### config.mk
export PLATFORM = sky130hd
export DESIGN_NAME = tt_um_priority_decoder
export DESIGN_NICKNAME = d
export VERILOG_FILES = /design/src/rtl/tt_um_priority_decoder_pkg.sv /design/src/rtl/tt_um_priority_decoder_decode.sv /design/src/rtl/tt_um_priority_decoder.sv
export SDC_FILE = /design/constraint.sdc
export NUM_CORES = 1
export LEC_CHECK = 0
export ABC_AREA = 1
export BUFFER_PORTS_ARGS = -buffer_cell sky130_fd_sc_hd__buf_4
export CORE_MARGIN = 2
export CORE_UTILIZATION = 57
export CTS_CLUSTER_SIZE = 24
export DETAILED_ROUTE_END_ITERATION = 16
export PLACE_DENSITY_LB_ADDON = 0.15
export SLEW_MARGIN = 20
export SYNTH_ARGS = -nofsm -noshare
export SYNTH_HDL_FRONTEND = slang
export SYNTH_SLANG_ARGS = --single-unit
export TNS_END_PERCENT = 10
### constraint.sdc
create_clock -name clk -period 2.05 [get_ports clk]
set_clock_uncertainty 0.05 [all_clocks]
set_input_delay 0.3075 -clock clk [delete_from_list [all_inputs] [get_ports clk]]
set_output_delay 0.3075 -clock clk [all_outputs]
set_load 0.02 [all_outputs]
### src/rtl/tt_um_priority_decoder_pkg.sv
// Purpose : shared constants for the priority-code frame decoder (code values,
//           state encoding, uio bit positions).
// Ports   : none (package).
package tt_um_priority_decoder_pkg;

   // Code value meaning "no bit set"; legal, but sets nothing.
   localparam logic [7:0] NONE_CODE = 8'hF0;

   typedef enum logic [1:0] {
      COLLECT = 2'd0,
      SEND_LO = 2'd1,
      SEND_HI = 2'd2
   } state_e;

   // uio_in control bits
   localparam int UIO_CODE_VALID  = 0;
   localparam int UIO_FLUSH       = 1;
   localparam int UIO_OUT_READY   = 2;

   // uio_out status bits
   localparam int UIO_OUT_VALID   = 3;
   localparam int UIO_BUSY        = 4;
   localparam int UIO_ERR         = 5;
   localparam int UIO_BYTE_SEL    = 6;
   localparam int UIO_FRAME_EMPTY = 7;

   localparam logic [7:0] UIO_OE_VAL = 8'b1111_1000;

endpackage

### src/rtl/tt_um_priority_decoder_decode.sv
// Purpose : combinational code -> one-hot decode with legality check.
// Latency : 0 cycles (pure combinational).
// Backpr. : none; consumer decides whether the code is accepted.
// Ports   : code_i    - priority code (0..15, NONE_CODE, anything else illegal)
//           onehot_o  - one-hot of code_i when 0..15, else zero
//           illegal_o - high when code_i is neither 0..15 nor NONE_CODE
module prio_code_decode
   import tt_um_priority_decoder_pkg::*;
#(
   parameter logic [7:0] NONE_CODE_P = NONE_CODE
) (
   input  logic [7:0]  code_i,
   output logic [15:0] onehot_o,
   output logic        illegal_o
);

   always_comb begin
      onehot_o  = '0;
      illegal_o = 1'b0;
      if (code_i < 8'd16) begin
         onehot_o[code_i[3:0]] = 1'b1;
      end else if (code_i != NONE_CODE_P) begin
         illegal_o = 1'b1;
      end
   end

endmodule

### src/rtl/tt_um_priority_decoder.sv
// Purpose : accumulate priority codes into a 16-bit vector, serialize each
//           flushed frame as two bytes (low first) with valid/ready handshake.
// Latency : first byte valid the cycle after the flush edge; 3-cycle min frame.
// Backpr. : out_ready low holds the current byte; flush ignored while sending.
// Ports   : clk, rst_n (async active-low), ena (no effect)
//           ui_in  - priority code;  uio_in - {.., out_ready, flush, code_valid}
//           uo_out - readout byte;   uio_out - {frame_empty, byte_sel, err, busy,
//           out_valid, 3'b0};        uio_oe - constant 8'b1111_1000
module tt_um_priority_decoder
   import tt_um_priority_decoder_pkg::*;
#(
   parameter logic [7:0] NONE_CODE = tt_um_priority_decoder_pkg::NONE_CODE
) (
   input  logic       clk,
   input  logic       rst_n,
   input  logic       ena,
   input  logic [7:0] ui_in,
   input  logic [7:0] uio_in,
   output logic [7:0] uo_out,
   output logic [7:0] uio_out,
   output logic [7:0] uio_oe
);

   state_e      state_q, state_d;
   logic [15:0] acc_q, acc_d;
   logic [15:0] shadow_q, shadow_d;
   logic        err_q, err_d;

   logic [15:0] onehot;
   logic        illegal;
   logic        code_valid, flush, out_ready;
   logic [15:0] hit;
   logic        bad;

   wire unused_ok = &{1'b0, ena, uio_in[7:3]};

   assign code_valid = uio_in[UIO_CODE_VALID];
   assign flush      = uio_in[UIO_FLUSH];
   assign out_ready  = uio_in[UIO_OUT_READY];

   prio_code_decode #(
      .NONE_CODE_P (NONE_CODE)
   ) u_decode (
      .code_i    (ui_in),
      .onehot_o  (onehot),
      .illegal_o (illegal)
   );

   assign hit = code_valid ? onehot : 16'h0000;
   assign bad = code_valid & illegal;

   always_ff @(posedge clk or negedge rst_n) begin
      if (!rst_n) begin
         state_q  <= COLLECT;
         acc_q    <= '0;
         shadow_q <= '0;
         err_q    <= 1'b0;
      end else begin
         state_q  <= state_d;
         acc_q    <= acc_d;
         shadow_q <= shadow_d;
         err_q    <= err_d;
      end
   end

   // Codes accumulate in every state; only a COLLECT flush snapshots/clears.
   always_comb begin
      state_d  = state_q;
      acc_d    = acc_q | hit;
      shadow_d = shadow_q;
      err_d    = err_q | bad;
      case (state_q)
         COLLECT: begin
            if (flush) begin
               // Same-edge code lands in the flushed frame, not in acc.
               shadow_d = acc_q | hit;
               acc_d    = '0;
               err_d    = bad;
               state_d  = SEND_LO;
            end
         end
         SEND_LO: begin
            if (out_ready) state_d = SEND_HI;
         end
         SEND_HI: begin
            if (out_ready) state_d = COLLECT;
         end
         default: state_d = COLLECT;
      endcase
   end

   // Outputs decode only registered state, so they are stable under stall.
   always_comb begin
      uo_out  = 8'h00;
      uio_out = 8'h00;
      case (state_q)
         SEND_LO: begin
            uo_out                   = shadow_q[7:0];
            uio_out[UIO_OUT_VALID]   = 1'b1;
            uio_out[UIO_BUSY]        = 1'b1;
            uio_out[UIO_FRAME_EMPTY] = (shadow_q == 16'h0000);
         end
         SEND_HI: begin
            uo_out                   = shadow_q[15:8];
            uio_out[UIO_OUT_VALID]   = 1'b1;
            uio_out[UIO_BUSY]        = 1'b1;
            uio_out[UIO_BYTE_SEL]    = 1'b1;
            uio_out[UIO_FRAME_EMPTY] = (shadow_q == 16'h0000);
         end
         default: ;
      endcase
      uio_out[UIO_ERR] = err_q;
   end

   assign uio_oe = UIO_OE_VAL;

endmodule

==> metrics.txt <==
Ys Warns 0; CTS H-tree depth 2; most frequent cells in the layout 102 x nand2_1, 35 x dfrtp_1, 28 x buf_4, 27 x a21oi_1, 24 x inv_1; dominant cells by area after synthesis dfrtp_1 46%, nand2_1 20%, a21oi_1 7.1%; Core Area ~3100 sq um; status finished, final reports clean; Final Max Tran Viols 0; area grow syn2layout 13.9%; DRT iter0 DRCs 80; largest family of logic cells by synthesized area simple AND/OR/NAND/NOR gates; Post-Syn Area per Cell 7.49 sq um; Fin Setup TNS 0 ns; Residual DRC 0; Final Hold Fails 0; Synth Area in XOR/XNOR 0%; routed len/inst approximately 11 microns; WHS Endpoint err_q$_DFF_PN0_; Critical Path Most Common Cell inv_2; DIE AREA 3810 sq um; Clock Root Buffer clkbuf_4; worst r2r src state_q[1]$_DFFE_PN0P_; Initial Utilization between 60% and 70%; Mapped Area 1900 sq um; Compound-Gate Fraction of Synth Area under 10%; RSZ-0062 raised after global routing false; worst hold path depth 4; fin nets around 310; fillcell total ~270; largest fanout on the critical path 9; period utilisation layout 94.4%; sequence of cells on the critical path inv_2 -> ha_4 -> inv_2 -> nor2_1 -> nand3_1 -> nor3_2 -> buf_4; Die Y a little over 60 microns; share of cells above drive strength 1 about a fifth; die width around 62 microns; pin count of the biggest net entering global routing 36; max incr delay on CP roughly 0.39 ns; CTS sink cnt 35; Critical Path RT 1.69 ns; FP Rows 20; First-pass DRT Iterations 4; PD cells between 900 and 1000 nW/um^2; Vias ~1500; r2r setup slk between 0.6 and 0.7 ns; Synth Area in Simple Gates between 20 and 30%; crit path launch type register; R2R cell count 6; Ant. Diodes 0; Reg-to-Reg End state_q[0]$_DFFE_PN0P_; Detailed Place HPWL roughly 2600 microns; Antenna Nets Post-Route 0; adder-cell area share of the yosys netlist under 10%; total CTS buffers 5; worst min-delay path class input pin to register; io pins 43; drt via density between 4 and 5; CTS tree done; Detailed Route WL ~3500 microns; Clock Tree Buf Depth 2; GRT Residual Overflow 0; WP data arrival about 1.6 ns; Worst-path clk slew 0.09 ns; first-pass GRT wire length slightly below 6000 microns; Distinct cells, synth 20; min cycle time layout 1.94 ns; clk_lat worst skew roughly 0.33 ns; Hold Path Origin ui_in[6]; antenna violations before repair 0; Total GRT Usage a little over a fifth; Final setup viols 0; Max stage delay cell, worst path dfrtp_1; most common cell after layout, fill and taps aside nand2_1; Pleak 1.21 nW; Placer Congestion just over 0.8; largest area contributor in the netlist dfrtp_1; vias in the first global route roughly 1300; share of the yosys chip area belonging to registers approximately 46%; mux share of post-synthesis cell area 0%; Max Fclk approximately 520 MHz; number of port buffers 25; crit path capture type output port; Peak VDD IR between 600 and 700 uV; Max Cap Viol 0; Mapped Cells between 200 and 300; Yosys reg bits 35; Buf/Inv on CP 3; Crit Path Class register to output port; fin util between 60 and 70%; Worst path top cell family by delay flip-flops; Synth top area share 46.1%
-- metal layers --
layer	vias to the layer above	share of wire (%)	wire length (microns)	track usage [%]
met5	-	0	0	0
met4	0	1.3	46	6.38
met3	5	4.8	170	4.97
met2	41	45	1570	32.9
met1	694	49	1730	29.0
li1	801	-	-	-
-- report_power, final --
part	total [mW]	internal [mW]	switching (mW)
clock	0.323	0.122	0.201
sequential	0.804	0.757	0.0463
combinational	0.958	0.366	0.593
total	2.08	1.24	0.840
-- sequential cells by signal (all words and copies together) (netlist names) --
register	count
acc_q	16
shadow_q	16
err_q	1
state_q	2
-- tightest hold or removal path, stage by stage --
cell,delay (ns)
buf_4,0.12
nand4_1,0.06
o21ai_1,0.05
nand2_1,0.05
-- area by class of cell --
cell class	count	area (sq um)	area share (%)
Tap cell	44	55.1	2.54
Multi-Input combinational cell	180	846	39.0
Sequential cell	35	876	40.4
Inverter	29	109	5.02
Clock buffer	6	41.3	1.91
Timing Repair Buffer	30	240	11.1
-- metrics by stage --
stage | setup slack [ns] | cells | power (mW) | hold slack, ns | instance area [sq um]
finish | 0.114 | 324 | 2.08 | 0.247 | 2170
global route | 0.0130 | 324 | 2.24 | 0.248 | 2170
CTS | -0.000787 | 323 | 2.07 | 0.246 | 2150
detailed placement | 0.292 | 315 | 1.69 | 0.236 | 2080
global placement | 0.315 | 315 | 1.68 | 0.236 | 2080
floorplan | 0.0663 | 263 | 1.44 | -0.0381 | 1940
-- cells in the mapped netlist --
| master | count |
|---|---|
| nand2_1 | 102 |
| dfrtp_1 | 35 |
| a21oi_1 | 27 |
| inv_1 | 26 |
| nor2_1 | 15 |
| buf_4 | 13 |
| buf_2 | 6 |
| ha_1 | 5 |
| nand4_1 | 4 |
| nor2_2 | 4 |
| inv_2 | 3 |
| nor2_4 | 3 |
| conb_1 | 2 |
| nand3_1 | 2 |
| nor3_1 | 2 |
| nand2_2 | 1 |
| nand2_4 | 1 |
| o21ai_1 | 1 |
| o22ai_2 | 1 |
| or3_1 | 1 |
-- worst max-delay path by stage --
| stage | endpoint | cells past startpoint | startpoint | slack [ns] |
|---|---|---|---|---|
| 6_report | uio_out[7] | 7 | state_q[1]$_DFFE_PN0P_ | 0.11 |
| 5_1_grt | uio_out[7] | 7 | state_q[1]$_DFFE_PN0P_ | 0.01 |
| 4_1_cts | uio_out[7] | 7 | state_q[1]$_DFFE_PN0P_ | -0.0008 |
| 3_5_place_dp | uio_out[7] | 7 | state_q[0]$_DFFE_PN0P_ | 0.29 |
| 3_3_place_gp | uio_out[7] | 7 | state_q[0]$_DFFE_PN0P_ | 0.31 |
| 2_1_floorplan | uio_out[7] | 6 | state_q[0]$_DFFE_PN0P_ | 0.07 |
-- what timing repair did --
action | 4_1_cts | 5_1_grt
endpoints found under the hold margin | 35 | 0
hold buffers | 1 | 0
buffers inserted | 1 | 1
pin swaps | 0 | 1
resized for setup | 2 | 4
setup endpoints to repair | 1 | 9
-- kinds of logic after synthesis --
family / after synthesis
flops: 35
compound gates: 29
other cells: 2
fa+ha+maj: 5
simple gates: 135
buf+inv: 48
No activity file was read; power rests on OpenSTA's default activity.
